===== config.mk =====
export PLATFORM = sky130hd
export DESIGN_NAME = sync_fifo
export DESIGN_NICKNAME = d
export VERILOG_FILES = /design/src/rtl/rf_wb_checker_pkg.sv /design/src/rtl/rf_wb_checker_sync_fifo.sv
export SDC_FILE = /design/constraint.sdc
export NUM_CORES = 1
export LEC_CHECK = 0
export CORE_UTILIZATION = 55
export DETAILED_ROUTE_END_ITERATION = 12
export GPL_ROUTABILITY_DRIVEN = 0
export PLACE_DENSITY = 0.76
export SYNTH_ARGS = -nofsm -noshare
export SYNTH_HDL_FRONTEND = slang
export SYNTH_SLANG_ARGS = --single-unit

===== constraint.sdc =====
create_clock -name clk -period 3.6 [get_ports clk]
set_clock_uncertainty 0.2 [all_clocks]
set_input_delay 0.54 -clock clk [delete_from_list [all_inputs] [get_ports clk]]
set_output_delay 0.54 -clock clk [all_outputs]
set_load 0.1 [all_outputs]

===== src/rtl/rf_wb_checker_pkg.sv =====
// Shared types for the register-file writeback checker: error causes, checker
// states and a constant-safe clog2.
package rf_chk_pkg;

  typedef enum logic [1:0] {
    CAUSE_NONE       = 2'd0,
    CAUSE_MISMATCH   = 2'd1,
    CAUSE_UNEXPECTED = 2'd2,
    CAUSE_TIMEOUT    = 2'd3
  } cause_e;

  typedef enum logic [1:0] {
    ST_IDLE   = 2'd0,
    ST_ARMED  = 2'd1,
    ST_HALTED = 2'd2
  } state_e;

  function automatic int clog2(input int value);
    int result;
    result = 0;
    for (int i = 0; i < 31; i++) begin
      if ((32'sd1 << i) < value) result = i + 1;
    end
    return result;
  endfunction

endpackage


===== src/rtl/rf_wb_checker_sync_fifo.sv =====
// Single-clock FIFO with combinational head, synchronous flush and occupancy count.
// A push while full is refused even if a pop happens in the same cycle.
module sync_fifo
  import rf_chk_pkg::*;
#(
  parameter int WIDTH = 19,
  parameter int DEPTH = 8,
  localparam int AW = clog2(DEPTH)
) (
  input  logic             clk,
  input  logic             rst,
  input  logic             flush,
  input  logic             push,
  input  logic             pop,
  input  logic [WIDTH-1:0] din,
  output logic [WIDTH-1:0] dout,
  output logic             full,
  output logic             empty,
  output logic [AW:0]      count
);

  localparam logic [AW:0] DEPTH_CNT = (AW + 1)'(DEPTH);

  logic [WIDTH-1:0] mem_r [DEPTH];
  logic [AW-1:0]    wr_ptr_r;
  logic [AW-1:0]    rd_ptr_r;
  logic [AW:0]      count_r;
  logic             do_push_s;
  logic             do_pop_s;

  assign full      = (count_r == DEPTH_CNT);
  assign empty     = (count_r == '0);
  assign count     = count_r;
  assign dout      = mem_r[rd_ptr_r];
  assign do_push_s = push && !full && !flush;
  assign do_pop_s  = pop && !empty && !flush;

  // Pointer and occupancy bookkeeping.
  always_ff @(posedge clk or negedge rst) begin
    if (!rst) begin
      wr_ptr_r <= '0;
      rd_ptr_r <= '0;
      count_r  <= '0;
    end else if (flush) begin
      wr_ptr_r <= '0;
      rd_ptr_r <= '0;
      count_r  <= '0;
    end else begin
      if (do_push_s) wr_ptr_r <= wr_ptr_r + 1'b1;
      if (do_pop_s)  rd_ptr_r <= rd_ptr_r + 1'b1;
      case ({do_push_s, do_pop_s})
        2'b10:   count_r <= count_r + 1'b1;
        2'b01:   count_r <= count_r - 1'b1;
        default: count_r <= count_r;
      endcase
    end
  end

  // Storage array; contents are don't-care while the entry is not counted.
  always_ff @(posedge clk) begin
    if (do_push_s) mem_r[wr_ptr_r] <= din;
  end

endmodule


== After elaboration in Yosys (flattened, before gate mapping) ==
Memories as Yosys holds them, arrays and structs flattened.
Index checks and enable logic that the tools add are counted.
Storage, ports and cells
  register bits: 10
  memory bits (writable): 152
  logic and storage cells: 30
  memories: 1
Operators by class
  add/sub/neg operators: 4
  equality and inequality tests: 3
  muxes and demuxes: 8
  reductions and logical operators: 11
Memory list
  mem_r: words 8, bits a word 19, rd ports 1, clocked after memory_dff 0, wr ports 1, line rf_wb_checker_sync_fifo.sv:24  | logic [WIDTH-1:0] mem_r [DEPTH];
Operators by type and width (number)
  $mux 3: 4
  $pmux 4 s2: 1
  $add 3x1->3 const B: 2
  $add 4x1->4 const B: 1
  $eq 4x4->1 const B: 1
  $logic_and 1x1->1: 4
  $logic_not 4->1: 1
  $mux 4: 1
  $reduce_bool 2->1: 2
  $sub 4x1->4 const B: 1
  $logic_not 1->1: 3
  $reduce_bool 3->1: 1
  $eq 2x1->1 const B: 1
  $eq 2x2->1 const B: 1
  $mux 1: 2

== Logic depth before layout (Yosys ltp) ==
  depth in word-level cells: 7
  depth in mapped cells: 10
  gate-level depth less buffers: 8

== Worst setup path after synthesis ==
Ideal clock, no wire load.
  path kind: register -> output
  from: reg count_r[0] (netlist: count[0])
  to: out empty
  arrival time: 3995 ps
  data required time: 2860 ps
  path slack: -1135 ps
  stages on the path, launching flop included: 3
  path buffers: 1
  cell sequence: dfrtp_1 -> buf_2 -> nor4_1
Between the ends
  cells in the longest elaborated chain, start to end: 1
RTL lines
  start, declared: line rf_wb_checker_sync_fifo.sv:27  | logic [AW:0] count_r;
  start signal, assigned: line rf_wb_checker_sync_fifo.sv:52  | 2'b10: count_r <= count_r + 1'b1;
  start signal, assigned: line rf_wb_checker_sync_fifo.sv:53  | 2'b01: count_r <= count_r - 1'b1;
  start signal, assigned: line rf_wb_checker_sync_fifo.sv:54  | default: count_r <= count_r;
  $logic_not 4->1: line rf_wb_checker_sync_fifo.sv:32  | assign empty = (count_r == '0);
  end, declared: line rf_wb_checker_sync_fifo.sv:18  | output logic empty,
Every way passes these cells.

== Final worst setup path ==
  from: reg count_r[0] (netlist: count[0])
  to: reg count_r[3] (netlist: count[3])
Between the ends
  cells in the longest elaborated chain, start to end: 7
RTL lines
  $eq 4x4->1 or $logic_not 4->1 (tied branches): line rf_wb_checker_sync_fifo.sv:31, rf_wb_checker_sync_fifo.sv:32
  $logic_not 1->1, on equally long branches: line rf_wb_checker_sync_fifo.sv:35, rf_wb_checker_sync_fifo.sv:36
  $logic_and 1x1->1, on equally long branches (2 in a row): line rf_wb_checker_sync_fifo.sv:35, rf_wb_checker_sync_fifo.sv:36
  $eq 2x1->1 or $eq 2x2->1 (tied branches): line rf_wb_checker_sync_fifo.sv:51  | case ({do_push_s, do_pop_s})
  $pmux 4 s2: line rf_wb_checker_sync_fifo.sv:51
  $mux 4: line rf_wb_checker_sync_fifo.sv:44  | end else if (flush) begin
Parallel ways exist; a longest one is shown, timed or not.
A chain may end at the register's enable or synchronous reset.

==> flow_summary.yaml <==
status:
  status: "finished clean"
worst_setup_path:
  arrival_ns: 3.41
  path_buf_inv: 0
  cp-start-kind: "flop"
  r2r-end: "count[3]$_DFFE_PN0P_"
  r2r_start: "count[0]$_DFFE_PN0P_"
  cp_max_fo: 9
  r2r_cells: 8
  cpPeakStageDelay_ns: 0.71
  cp_top_family: "simple AND/OR/NAND/NOR gates"
  path_cells: "or4b_1 -> a21oi_2 -> nor2b_1 -> ha_1 -> a21o_1 -> a2111oi_0 -> mux2i_1 -> or3b_1"
  crit_slowest_cell: "or4b_1"
  reg2reg_slack_ns: 0.34
  required_ns: 3.74
  crit_type: "reg -> reg"
  end_kind: "flop"
timing:
  setup_tns_ns: 0
  period_share_pct: 90.6
  slew_headroom_pct: 64.6
  rsz0062_at_grt: "false"
  fmax_ghz: 0.307
  worst_pin_slew_ns: 0.531
  holdWs_ns: 0.264
  setup_viol: 0
  hold_viol_final: 0
  maxSlewViolCount: 0
  min_period_ns: 3.26
synthesis:
  yosysTopAreaCellShare_pct: 71.3
  synth_area_leaders: "edfxtp_1 (71%), mux4_2 (13%), dfrtp_1 (3.9%)"
  ys_seq_elements: 162
  syn-num-nets: 325
  synth_largest_area_cell: "edfxtp_1"
  synth_cell_types: 35
  synth_warnings: 0
  ys_seq_area_share_pct: 75.2
  synth_area_per_cell_sq_um: 21.6
  synth_top_family_by_area: "multiplexers"
  synth-compound-area-share_pct: 1.56
  synthesis.area_sq_um: 6400
  synth_simple_gate_area_share_pct: 2.91
  synth_xor_area_share_pct: 0.820
  netlist_instances: 296
  synth_adder_area_share_pct: 1.09
  synthMuxAreaShare_pct: 17.3
clock_network:
  post_cts_buffers: 0
  cts_tree: "yes"
  path_clk_slew_ns: 0.06
  cts_root_buffer: "clkbuf_16"
  insertion_delay_ns: 0.40
  cts_resized: 0
  cts_hold_buf: 0
  numCtsBuffers: 17
  htree_levels: 4
  cts_sinks: 162
  clk_path_buf_depth: 2
grt:
  antenna_found_initial: 0
  overflow: 0
  grt_pass1_vias: 3193
  grt_max_degree: 27
  grt_pass1_wl_um: 17700
  grt_usage_pct: 21.4
route:
  drc: 0
  routed_wl_um: 11600
  wire_per_inst_um: 22.1
  vias: 3090
  via_per_inst: 5.89
  drt-initial-drc-count: 162
  dr.pass1.iters: 4
  antenna_left: 0
final_layout:
  post-route-util_pct: 69.7
  nNetsFinal: 398
  drive_gt1_share_pct: 37.2
  diodes: 0
  fillers: 704
  most-common-layout-cells: "edfxtp_1 (152), mux4_2 (38), buf_4 (26)"
  layout.cells.most_common: "edfxtp_1"
  area_growth_pct: 23.7
placed_design:
  numPortBuffers: 48
  dp_hpwl_um: 7030
power_and_ir_drop:
  clkPwrFrac_pct: 28.5
  vdd_drop_max_v: 0.000467
  power_density_nw_per_um2: 758
  switching_share_pct: 34.6
  comb_power_share_pct: 34.2
  p_sw_mw: 2.08
  p_int_mw: 3.93
  seqPwrFrac_pct: 37.3
  total_power_mw: 6.01
  power.static_leakage_nw: 2.66
floorplanning:
  io_pins: 49
  std_cell_rows: 39
  die_x_um: 110
  start_util_pct: 56.3
  design.core.area_sq_um: 11400
  die_h_um: 110
  dieArea_sq_um: 12100
job:
  max_cap_viol_count: 0
hold_path:
  hold_class: "in -> async"
## Yosys cell counts
| cell | number |
|---|---|
| a21o_1 | 1 |
| nor2b_1 | 1 |
| or4b_1 | 1 |
| xor2_1 | 3 |
| nor2_1 | 16 |
| dfrtp_1 | 10 |
| clkbuf_1 | 7 |
| a21oi_1 | 2 |
| nand2_1 | 3 |
| a21oi_2 | 1 |
| a211oi_2 | 1 |
| or3b_1 | 1 |
| nand4b_1 | 1 |
| xnor2_1 | 3 |
| mux2i_1 | 4 |
| a2111oi_0 | 1 |
| nor4_1 | 2 |
| o41ai_4 | 1 |
| mux4_2 | 38 |
| inv_1 | 2 |
| nand3_2 | 1 |
| nor3b_1 | 1 |
| edfxtp_1 | 152 |
| ha_1 | 4 |
| a211oi_1 | 2 |
| fa_1 | 1 |
| or3_1 | 1 |
| buf_4 | 1 |
| nand2b_1 | 2 |
| or2b_1 | 1 |
| nor3_1 | 3 |
| mux2_2 | 19 |
| buf_2 | 6 |
| o311a_1 | 1 |
| nand3_1 | 2 |
## metrics by stage
step	instances	setup slack [ns]	area [sq um]
2_1_floorplan	296	0.0364	6420
3_3_place_gp	493	0.503	7360
3_5_place_dp	493	0.374	7360
4_1_cts	525	0.360	7930
5_1_grt	525	0.204	7930
6_report	525	0.338	7930
## per-layer routing
layer | routed length [um] | global-route usage (%) | up-vias | share of wire [%]
li1 | - | - | 1373 | -
met1 | 4940 | 27.8 | 1647 | 43
met2 | 6140 | 35.5 | 58 | 53
met3 | 397 | 4.33 | 12 | 3.4
met4 | 131 | 8.57 | 0 | 1.1
met5 | 0 | 0 | - | 0
## cell families after synthesis
family,count (synthesis)
fa+ha+maj,5
xor+xnor,6
buf+inv,16
mux,61
compound gates,10
simple gates,36
flops,162
## worst max path at each step
stage | slack (ns) | cells after the start | end | start
final | 0.34 | 8 | count[3]$_DFFE_PN0P_ | count[0]$_DFFE_PN0P_
after global routing | 0.20 | 8 | count[3]$_DFFE_PN0P_ | count[0]$_DFFE_PN0P_
after detailed placement | 0.37 | 9 | count[3]$_DFFE_PN0P_ | pop
after CTS | 0.36 | 8 | count[3]$_DFFE_PN0P_ | count[1]$_DFFE_PN0P_
after global placement | 0.50 | 9 | count[3]$_DFFE_PN0P_ | pop
after floorplan | 0.04 | 2 | empty | count[0]$_DFFE_PN0P_
## power groups by stage
stage / sequential [mW] / clock, mW / combinational, mW
finish: 2.24 / 1.71 / 2.06
global route: 2.25 / 1.82 / 2.15
CTS: 2.24 / 1.74 / 2.08
detailed placement: 2.28 / 0 / 2.07
global placement: 2.27 / 0 / 2.05
floorplan: 2.39 / 0 / 1.33
## sequential cells by signal, summed over array words and instances (netlist names)
register	count
count	4
rd_ptr_r	3
wr_ptr_r	3
mem_r	152
## area by class of cell
| class | count | area (sq um) | share of cell area [%] |
|---|---|---|---|
| Clock buffer | 18 | 429 | 5.42 |
| Multi-Input combinational cell | 118 | 1550 | 19.6 |
| Inverter | 2 | 7.51 | 0.0947 |
| Sequential cell | 162 | 4820 | 60.8 |
| Timing Repair Buffer | 68 | 806 | 10.2 |
| Tap cell | 143 | 179 | 2.26 |
| Clock inverter | 14 | 138 | 1.74 |
(Power assumes the default switching activity.)
